$ cat src/rtl/neuron_mac_serial.sv
// Serial Q4.4 MAC neuron: accumulates N_INPUTS x*w beats plus bias, emits saturated z_value.
// Latency: out_valid rises the cycle after the last beat; in_ready drops while a result waits on out_ready.
module neuron_mac_serial #(
   parameter int N_INPUTS = 2,
   parameter int DATA_W   = 8,
   parameter int FRAC_W   = 4,
   parameter int ACC_W    = 20
) (
   input  logic              clk,
   input  logic              rst,
   input  logic              in_valid,
   output logic              in_ready,
   input  logic [DATA_W-1:0] x_data,
   input  logic [DATA_W-1:0] w_data,
   input  logic [DATA_W-1:0] bias,
   output logic              out_valid,
   input  logic              out_ready,
   output logic [DATA_W-1:0] z_value,
   output logic              sat
);

   localparam int CNT_W = (N_INPUTS > 1) ? $clog2(N_INPUTS) : 1;
   localparam logic [CNT_W-1:0] LAST = CNT_W'(N_INPUTS - 1);
   localparam logic signed [ACC_W-1:0] ZMAX = ACC_W'((2 ** (DATA_W - 1)) - 1);
   localparam logic signed [ACC_W-1:0] ZMIN = ~ZMAX;

   typedef enum logic {ACC, DONE} state_t;

   state_t                   state;
   logic [CNT_W-1:0]         cnt;
   logic signed [ACC_W-1:0]  acc;

   logic signed [2*DATA_W-1:0] prod;
   logic signed [ACC_W-1:0]    prod_ext;
   logic signed [ACC_W-1:0]    bias_ext;
   logic signed [ACC_W-1:0]    acc_next;
   logic signed [ACC_W-1:0]    full;
   logic                       clip_hi;
   logic                       clip_lo;
   logic [DATA_W-1:0]          z_next;

   assign prod     = $signed(x_data) * $signed(w_data);
   assign prod_ext = {{(ACC_W - 2*DATA_W){prod[2*DATA_W-1]}}, prod};
   // Bias is aligned to the Q8.8 product scale before it seeds the sum.
   assign bias_ext = {{(ACC_W - DATA_W - FRAC_W){bias[DATA_W-1]}}, bias, {FRAC_W{1'b0}}};
   assign acc_next = ((cnt == '0) ? bias_ext : acc) + prod_ext;
   assign full     = acc_next >>> FRAC_W;
   assign clip_hi  = (full > ZMAX);
   assign clip_lo  = (full < ZMIN);
   assign z_next   = clip_hi ? ZMAX[DATA_W-1:0] :
                     clip_lo ? ZMIN[DATA_W-1:0] : full[DATA_W-1:0];

   always_ff @(posedge clk or negedge rst) begin
      if (!rst) begin
         state     <= ACC;
         cnt       <= '0;
         acc       <= '0;
         in_ready  <= 1'b1;
         out_valid <= 1'b0;
         z_value   <= '0;
         sat       <= 1'b0;
      end else begin
         case (state)
            ACC: begin
               if (in_valid) begin
                  acc <= acc_next;
                  if (cnt == LAST) begin
                     cnt       <= '0;
                     z_value   <= z_next;
                     sat       <= clip_hi | clip_lo;
                     state     <= DONE;
                     in_ready  <= 1'b0;
                     out_valid <= 1'b1;
                  end else begin
                     cnt <= cnt + CNT_W'(1);
                  end
               end
            end
            DONE: begin
               if (out_ready) begin
                  state     <= ACC;
                  in_ready  <= 1'b1;
                  out_valid <= 1'b0;
               end
            end
            default: state <= ACC;
         endcase
      end
   end

endmodule

$ cat config.mk
export PLATFORM = sky130hd
export DESIGN_NAME = neuron_mac_serial
export DESIGN_NICKNAME = d
export VERILOG_FILES = /design/src/rtl/neuron_mac_serial.sv
export SDC_FILE = /design/constraint.sdc
export NUM_CORES = 1
export LEC_CHECK = 0
export ABC_AREA = 1
export ABC_CLOCK_PERIOD_IN_PS = 9000
export CAP_MARGIN = 10
export CORE_MARGIN = 4
export CORE_UTILIZATION = 55
export CTS_BUF_LIST = sky130_fd_sc_hd__clkbuf_4
export CTS_CLUSTER_SIZE = 8
export DETAILED_ROUTE_END_ITERATION = 10
export GPL_TIMING_DRIVEN = 0
export PLACE_DENSITY = 0.75
export SLEW_MARGIN = 25
export SYNTH_ARGS = -nofsm -noshare
export SYNTH_HDL_FRONTEND = slang
export SYNTH_SLANG_ARGS = --single-unit
export TNS_END_PERCENT = 100
$ cat constraint.sdc
create_clock -name clk -period 9 [get_ports clk]
set_clock_uncertainty 0.2 [all_clocks]
set_input_delay 1.8 -clock clk [delete_from_list [all_inputs] [get_ports clk]]
set_output_delay 1.8 -clock clk [all_outputs]
set_load 0.005 [all_outputs]
### After elaboration in Yosys (flattened, before gate mapping)

Index checks and enable logic that the tools add are counted.

| storage, ports and cells | value |
|---|---|
| ROM bits | 0 |
| memories kept | 0 |
| register bits after elaboration | 33 |
| input bits | 28 |
| bits in writable memories | 0 |
| latch bits | 0 |

| operators by class | value |
|---|---|
| divide/modulo/power cells | 0 |
| $lt $le $gt $ge | 2 |
| bitwise operators | 2 |
| reductions and logical operators | 3 |
| $mul | 1 |
| muxes and demuxes | 16 |
| add/subtract/negate cells | 2 |
| shift operators | 0 |
| equal/unequal tests | 3 |

Operators by type and width:

| operator | number |
|---|---|
| $add 20x16->20 | 1 |
| $mux 20 | 1 |
| $gt 16x8->1 const B | 1 |
| $lt 16x8->1 const B | 1 |
| $mul 8x8->16 | 1 |
| $mux 8 | 2 |
| $mux 1 | 10 |
| $ne 2x2->1 const B | 3 |
| $pmux 1 s2 | 3 |
| $reduce_and 3->1 | 2 |
| $reduce_and 2->1 | 1 |
| $add 1x1->1 const B | 1 |
| $not 1->1 | 1 |
| $or 1x1->1 | 1 |

### Logic depth before layout (Yosys ltp)

Gate-level depths: netlist of the first run.

| logic depth | value |
|---|---|
| word-level depth | 5 |
| mapped depth | 29 |
| depth with buffers taken out | 28 |

### Worst setup path after synthesis of the first run

Ideal clock, no wire load.

| timing | value |
|---|---|
| path kind | input -> register |
| from | in w_data[0] |
| to | reg z_value[0] |
| data arrival time | 6.554 ns |
| path buffers | 1 |
| data required time | 8.683 ns |
| cell stages on the path | 24 |
| path slack | 2.130 ns |
| cell sequence | clkbuf_1 nand2_1 fa_1 inv_1 fa_1 fa_1 fa_1 fa_1 ha_1 nand2_1 nor2_1 nand2_1 nand3_1 nand3_1 nand2_1 nand2_1 nand2_1 inv_1 nor2_1 nand3_1 nand2_4 nand2_1 nand2_1 nand2_1 |

| on the way | value |
|---|---|
| longest elaborated chain between the ends | 5 |

RTL lines:

| element | RTL line | text |
|---|---|---|
| start, declared | 14 | `input logic [DATA_W-1:0] w_data,` |
| $mul 8x8->16 (*) | 42 | `assign prod = $signed(x_data) * $signed(w_data);` |
| $add 20x16->20 (*) | 46 | `assign acc_next = ((cnt == '0) ? bias_ext : acc) + prod_ext;` |
| $lt 16x8->1 | 49 | `assign clip_lo = (full < ZMIN);` |
| $mux 8 | 51 | `clip_lo ? ZMIN[DATA_W-1:0] : full[DATA_W-1:0];` |
| $mux 8 (*) | 50 | `assign z_next = clip_hi ? ZMAX[DATA_W-1:0] :` |
| end signal, assigned | 69 | `z_value <= z_next;` |
| end, declared | 18 | `output logic [DATA_W-1:0] z_value,` |

Every way passes the cells marked *; elsewhere a longest branch is shown, timed or not.
A chain may end at the register's enable or synchronous reset.

### Final worst setup path of the first run

| timing | value |
|---|---|
| from | in w_data[7] |
| to | reg z_value[5] |

The elaborated chain is that of the path after synthesis.

==> impl_metrics.env, run 1 <==
export IMPL_horizontal_die_dimension_um=107
export IMPL_timing_worst_setup_path_type="in -> reg"
export IMPL_detailed_place_area_um2=5830
export IMPL_r2r_end="z_value[5]"
export IMPL_synthToLayoutAreaGrowth_pct=8.52
export IMPL_core_region_area_um2=9420
export IMPL_library_cells_used_by_synthesis=33
export IMPL_detailedRoute_firstPassIterationCount=5
export IMPL_cts_max_level=2
export IMPL_finalSetupViolations=0
export IMPL_clk_transition_reported_paths_ns=0.11
export IMPL_timing_reg2reg_worst_path_depth=27
export IMPL_cts_inserted_buffers=5
export IMPL_pin_count_of_the_biggest_net_entering_global_routing=28
export IMPL_detailed_place_hpwl_um=10200
export IMPL_grt_setup_unrepaired="no"
export IMPL_floorplan_die_height_um=107
export IMPL_die_area_um2=11500
export IMPL_vias_in_the_first_global_route=4569
export IMPL_postRouteWirelength_um=11600
export IMPL_synthCells=694
export IMPL_hold_path_end="in_ready"
export IMPL_final_hold_violation_count=0
export IMPL_drt_wirelength_per_cell_um=13.6
export IMPL_layout_cell_area_non_filler_um2=5880
export IMPL_tightest_slew_ns=0.844
export IMPL_drive_gt1_share_pct=3.31
export IMPL_drv_cap=0
export IMPL_cts_resized_gates=0
export IMPL_relSlewSlack_pct=43.6
export IMPL_antenna_cells=0
export IMPL_post_synth_most_frequent_cells="209 x sky130_fd_sc_hd__nand2_1, 164 x sky130_fd_sc_hd__inv_1, 88 x sky130_fd_sc_hd__fa_1"
export IMPL_worstSetupStartpointType="primary input"
export IMPL_synth_avg_cell_area_um2=7.81
export IMPL_via_per_inst=4.90
export IMPL_drt_drc_violations_left=0
export IMPL_synth_edff_count=0
export IMPL_tritoncts="built"
export IMPL_grt_pass1_wl_um=21200
export IMPL_globalRoute_totalOverflow=0
export IMPL_fmax_mhz=137
export IMPL_post_synthesis_net_count=856
export IMPL_yosys_area_top_type_share_pct=32.5
export IMPL_insertion_delay_ns=0.34
export IMPL_arrival_time_of_data_at_the_critical_path_endpoint_ns=7.33
export IMPL_ios=39
export IMPL_outcome="finished, final reports clean"
export IMPL_number_of_warnings_issued_by_yosys=0
export IMPL_final_antenna_net_count=0
export IMPL_initial_antenna_violation_count=0
export IMPL_cts_hold_repair_buffers=0
export IMPL_placed_cells_incl_taps=847
export IMPL_required_ns=9.04
export IMPL_crit_path_end_kind="flip-flop"
export IMPL_hold_start="in_ready"
export IMPL_slew_viol_final=0
export IMPL_port_buffers=23
export IMPL_r2r_slack_ns=3.22
export IMPL_ys_async_sr_fraction_pct=100
export IMPL_gp_routability_congestion=0.870
export IMPL_hold_path_cell_count=2
export IMPL_final_nets=887
export IMPL_ratio_of_final_minimum_period_to_clock_period_pct=81.0
export IMPL_tritoncts_num_sinks=33
export IMPL_yosys_most_used_dff="sky130_fd_sc_hd__dfrtp_1"
export IMPL_initial_utilization_pct=57.6
export IMPL_cts_post_setup_buffers_inserted=0
export IMPL_clockRootBuffer="sky130_fd_sc_hd__clkbuf_4"
export IMPL_synth_yosys_seq_area_share_pct=15.3
export IMPL_yosysTopAreaCell="sky130_fd_sc_hd__fa_1"
export IMPL_crit_reg2reg_launch="cnt"
export IMPL_gr_usage_all_layers_pct=22.9
export IMPL_period_needed_ns=7.29
export IMPL_netlist_area_um2=5420
export IMPL_clk_path_buf_depth=2
export IMPL_setup_total_negative_slack_ns=0
export IMPL_drtIter0Drc=168
export IMPL_route_vias_total=4188
export IMPL_post_synth_main_area_contributors="sky130_fd_sc_hd__fa_1 33%, sky130_fd_sc_hd__dfrtp_1 15%, sky130_fd_sc_hd__nand2_1 14%"
export IMPL_yosys_cell_count_top_type="sky130_fd_sc_hd__nand2_1"
export IMPL_critical_path_max_fanout=9
export IMPL_final_cell_count_no_fill=855
export IMPL_num_rows=35
export IMPL_synth_seq_cells=33
export IMPL_hold_path_class="reg -> reg"
==> state kept, by name, indices dropped and copies added, names as in the netlist <==
name and count:
sat 1, z_value 8, state 1, cnt 1, in_ready 1, acc 20, out_valid 1
==> cell usage in the layout (no fill, tap or decap), types with 5 or more instances in the layout <==
cell	count
sky130_fd_sc_hd__nand2_1	209
sky130_fd_sc_hd__inv_1	164
sky130_fd_sc_hd__fa_1	88
sky130_fd_sc_hd__ha_1	46
sky130_fd_sc_hd__dfrtp_1	32
sky130_fd_sc_hd__nor2_1	28
sky130_fd_sc_hd__nand3_1	27
sky130_fd_sc_hd__clkdlybuf4s50_1	22
sky130_fd_sc_hd__o21ai_0	21
sky130_fd_sc_hd__clkbuf_1	20
sky130_fd_sc_hd__a21oi_1	8
sky130_fd_sc_hd__xnor2_1	6
sky130_fd_sc_hd__xor2_1	5
sky130_fd_sc_hd__clkbuf_4	5
==> per-stage QoR <==
step	worst slack, ns	utilization (%)	hold slack, ns
3_5_place_dp	1.33	61.9	0.261
6_report	1.71	62.5	0.273
4_1_cts	1.69	62.5	0.277
5_1_grt	1.30	62.5	0.289
3_3_place_gp	1.39	61.7	0.255
2_1_floorplan	2.13	-	0.244
==> metal layers <==
layer	routed length, um	track usage [%]
met3	412	3.18
met4	123	3.20
met2	5960	39.7
met5	0	0
met1	5120	31.3
==> cell type report <==
cell class                      count  area [um^2]
Clock buffer                        5         37.5
Multi-Input combinational cell    468         3850
Fill cell                         838         3530
Tap cell                          129          161
Timing Repair Buffer               24          245
Sequential cell                    33          827
Buffer                             23          101
Clock inverter                      3         17.5
Inverter                          170          638
==> critical path, stage by stage <==
cell	delay, ns
sky130_fd_sc_hd__clkdlybuf4s50_1	0.46
sky130_fd_sc_hd__clkinv_1	0.24
sky130_fd_sc_hd__or2_2	0.39
sky130_fd_sc_hd__fa_1	0.51
sky130_fd_sc_hd__fa_1	0.55
sky130_fd_sc_hd__inv_1	0.06
sky130_fd_sc_hd__fa_1	0.53
sky130_fd_sc_hd__fa_1	0.54
sky130_fd_sc_hd__fa_1	0.50
sky130_fd_sc_hd__ha_1	0.37
sky130_fd_sc_hd__nand2_1	0.12
sky130_fd_sc_hd__nor2_1	0.14
sky130_fd_sc_hd__nand2_1	0.06
sky130_fd_sc_hd__nand3_1	0.12
sky130_fd_sc_hd__nand3_1	0.11
sky130_fd_sc_hd__nand2_1	0.08
sky130_fd_sc_hd__nand2_1	0.04
sky130_fd_sc_hd__nand2_1	0.10
sky130_fd_sc_hd__inv_1	0.05
sky130_fd_sc_hd__nor2_1	0.11
sky130_fd_sc_hd__nand3_1	0.14
sky130_fd_sc_hd__nand2_4	0.13
sky130_fd_sc_hd__nand2_1	0.06
sky130_fd_sc_hd__nand2_1	0.06
sky130_fd_sc_hd__nand2_1	0.05
==> how the worst max path moves through the flow <==
stage               startpoint          to  slack [ns]  cells past startpoint
detailed placement   w_data[7]  z_value[2]        1.33                     25
finish               w_data[7]  z_value[5]        1.71                     25
global route         w_data[0]  z_value[6]        1.30                     24
global placement     w_data[7]  z_value[2]        1.39                     25
CTS                  w_data[7]  z_value[5]        1.69                     25
floorplan            w_data[0]  z_value[0]        2.13                     24
==> kinds of logic (layout without fill, tap and decap cells) <==
| family | after synthesis | after routing | synth area share (%) |
|---|---|---|---|
| compound gates | 41 | 41 | 4.23 |
| xor+xnor | 12 | 12 | 2.29 |
| fa+ha+maj | 134 | 134 | 43.1 |
| buf+inv | 193 | 225 | 13.6 |
| flops | 33 | 33 | 15.3 |
| mux | 4 | 4 | 0.739 |
| simple gates | 277 | 277 | 20.7 |
Power of run 1 is not shown: default switching activity piles up to over one toggle a cycle in this logic, so the estimate is an artifact.
==> run 2, diff against run 1 <==
--- a/config.mk
+++ b/config.mk
@@ -6,7 +6,7 @@
 export NUM_CORES = 1
 export LEC_CHECK = 0
 export ABC_AREA = 1
-export ABC_CLOCK_PERIOD_IN_PS = 9000
+export ABC_CLOCK_PERIOD_IN_PS = 6950
 export CAP_MARGIN = 10
 export CORE_MARGIN = 4
 export CORE_UTILIZATION = 55
==> constraint.sdc (replaced) <==
create_clock -name clk -period 6.95 [get_ports clk]
set_clock_uncertainty 0.2 [all_clocks]
set_input_delay 1.39 -clock clk [delete_from_list [all_inputs] [get_ports clk]]
set_output_delay 1.39 -clock clk [all_outputs]
set_load 0.005 [all_outputs]
==> run 2 against run 1 <==
  * Flip-flop and latch count is the same
  * Sequential share of layout area shrank 0.13 points
  * Register-to-register slack lost 2.0 ns
  * Critical path depth is the same
  * Highest routed layer unchanged
==> impl_metrics.env, run 2 (synthesis results as in run 1) <==
export IMPL_initial_antenna_violation_count=0
export IMPL_gp_routability_congestion=0.870
export IMPL_port_buffers=23
export IMPL_postRouteWirelength_um=11600
export IMPL_route_vias_total=4215
export IMPL_pin_count_of_the_biggest_net_entering_global_routing=28
export IMPL_busiest_layer="met2"
export IMPL_cts_inserted_buffers=5
export IMPL_hold_path_cell_count=2
export IMPL_registers_with_the_most_flip_flops="acc: 20 flops, z_value: 8 flops"
export IMPL_finalSetupViolations=0
export IMPL_timing_reg2reg_worst_path_depth=25
export IMPL_crit_path_end_kind="flip-flop"
export IMPL_gr_usage_all_layers_pct=22.9
export IMPL_final_antenna_net_count=0
export IMPL_required_ns=6.99
export IMPL_tightest_slew_ns=0.547
export IMPL_tritoncts="built"
export IMPL_critical_path_max_fanout=8
export IMPL_globalRoute_totalOverflow=0
export IMPL_floorplan_die_height_um=107
export IMPL_hold_path_end="in_ready"
export IMPL_hold_path_class="reg -> reg"
export IMPL_r2r_slack_ns=1.19
export IMPL_arrival_time_of_data_at_the_critical_path_endpoint_ns=6.70
export IMPL_n_fill_cell=835
export IMPL_core_region_area_um2=9420
export IMPL_final_hold_violation_count=0
export IMPL_r2r_end="z_value[5]"
export IMPL_layout_commonest_cell="sky130_fd_sc_hd__nand2_1"
export IMPL_gr_usage_met1_pct=31.3
export IMPL_grt_pass1_wl_um=21200
export IMPL_ios=39
export IMPL_initial_utilization_pct=57.6
export IMPL_grt_setup_unrepaired="no"
export IMPL_horizontal_die_dimension_um=107
export IMPL_slew_viol_final=0
export IMPL_via_per_inst=4.91
export IMPL_layout_common_cells="207 x sky130_fd_sc_hd__nand2_1, 164 x sky130_fd_sc_hd__inv_1, 88 x sky130_fd_sc_hd__fa_1"
export IMPL_relSlewSlack_pct=63.6
export IMPL_hold_start="in_ready"
export IMPL_crit_reg2reg_launch="cnt"
export IMPL_tritoncts_num_sinks=33
export IMPL_vias_in_the_first_global_route=4569
export IMPL_die_area_um2=11500
export IMPL_outcome="finished, final reports clean"
export IMPL_period_needed_ns=6.66
export IMPL_synthToLayoutAreaGrowth_pct=9.51
export IMPL_cts_max_level=2
export IMPL_setup_total_negative_slack_ns=0
export IMPL_detailed_place_hpwl_um=10200
export IMPL_detailedRoute_firstPassIterationCount=4
export IMPL_final_util_pct=63.0
export IMPL_drv_cap=0
export IMPL_drtIter0Drc=171
export IMPL_drt_drc_violations_left=0
export IMPL_clk_path_buf_depth=2
export IMPL_drive_gt1_share_pct=4.66
export IMPL_timing_worst_setup_path_type="in -> reg"
export IMPL_drt_wirelength_per_cell_um=13.5
export IMPL_finalHoldWorstSlack_ns=0.272
export IMPL_ratio_of_final_minimum_period_to_clock_period_pct=95.8
export IMPL_gr_util_met3_pct=3.18
export IMPL_worstSetupStartpointType="primary input"
export IMPL_global_route_usage_met2_pct=39.7
export IMPL_final_nets=890
export IMPL_insertion_delay_ns=0.33
export IMPL_antenna_cells=0
export IMPL_largest_register_ffs=20
export IMPL_largest_register="acc"
export IMPL_fmax_mhz=150
export IMPL_clk_transition_reported_paths_ns=0.11
export IMPL_num_rows=35
export IMPL_cts_hold_repair_buffers=0
export IMPL_clockRootBuffer="sky130_fd_sc_hd__clkbuf_4"
[run 2: changes by cell type in the layout (fill, tap and decap cells not counted), sizes merged]
cell,before,now
clkinv,4,3
buf,5,8
clkinvlp,1,2
[run 2: worst max path at each step]
stage	start	to	slack, ns	cells past startpoint
6_report	w_data[7]	z_value[5]	0.29	25
5_1_grt	w_data[7]	z_value[6]	0.01	25
4_1_cts	w_data[7]	z_value[5]	0.05	25
3_5_place_dp	w_data[7]	z_value[2]	-0.31	25
3_3_place_gp	w_data[7]	z_value[2]	-0.25	25
2_1_floorplan	w_data[0]	z_value[0]	0.49	24
[run 2: area by class of cell]
| type | count | area [um^2] | area share [%] |
|---|---|---|---|
| multi-input cells | 468 | 3880 | 65.4 |
| flip-flops and latches | 33 | 827 | 13.9 |
| inverters | 170 | 642 | 10.8 |
| repair buffers | 27 | 268 | 4.51 |
| well taps | 129 | 161 | 2.72 |
| plain buffers | 23 | 101 | 1.71 |
| clock buffers | 5 | 37.5 | 0.633 |
| clock inverters | 3 | 17.5 | 0.295 |
[run 2: routing by layer]
layer / share of wire (%) / up-vias / routed length, um
met4: 1.1 / 0 / 127
met5: 0 / - / 0
met1: 44 / 2046 / 5170
met3: 2.8 / 10 / 331
li1: - / 2104 / -
met2: 52 / 55 / 5990
[run 2: repair_timing]
item                                    in CTS  in global routing
gates resized for setup                      0                  7
buffers inserted                             0                  3
endpoints found under the setup margin       0                  8
[run 2: through the flow]
step	instances	cell area (um^2)	setup WS, ns
final	858	5930	0.292
after global routing	858	5930	0.0110
after CTS	855	5880	0.0494
after detailed placement	847	5830	-0.314
after global placement	846	5810	-0.255
after floorplan	694	5420	0.490
[run 2: critical path, stage by stage]
cell	delay, ns
sky130_fd_sc_hd__clkdlybuf4s50_1	0.50
sky130_fd_sc_hd__clkinvlp_4	0.15
sky130_fd_sc_hd__or2_2	0.32
sky130_fd_sc_hd__fa_1	0.51
sky130_fd_sc_hd__fa_1	0.55
sky130_fd_sc_hd__inv_1	0.06
sky130_fd_sc_hd__fa_1	0.57
sky130_fd_sc_hd__fa_1	0.46
sky130_fd_sc_hd__fa_1	0.52
sky130_fd_sc_hd__ha_4	0.31
sky130_fd_sc_hd__nand2_1	0.10
sky130_fd_sc_hd__nor2_2	0.14
sky130_fd_sc_hd__nand2_1	0.06
sky130_fd_sc_hd__nand3_1	0.12
sky130_fd_sc_hd__nand3_1	0.11
sky130_fd_sc_hd__nand2_1	0.08
sky130_fd_sc_hd__nand2_1	0.04
sky130_fd_sc_hd__nand2_1	0.10
sky130_fd_sc_hd__inv_1	0.06
sky130_fd_sc_hd__nor2_2	0.12
sky130_fd_sc_hd__nand3_2	0.11
sky130_fd_sc_hd__nand2_4	0.12
sky130_fd_sc_hd__nand2_1	0.06
sky130_fd_sc_hd__nand2_1	0.06
sky130_fd_sc_hd__nand2_1	0.05
Power of run 2 is left out for the same reason.
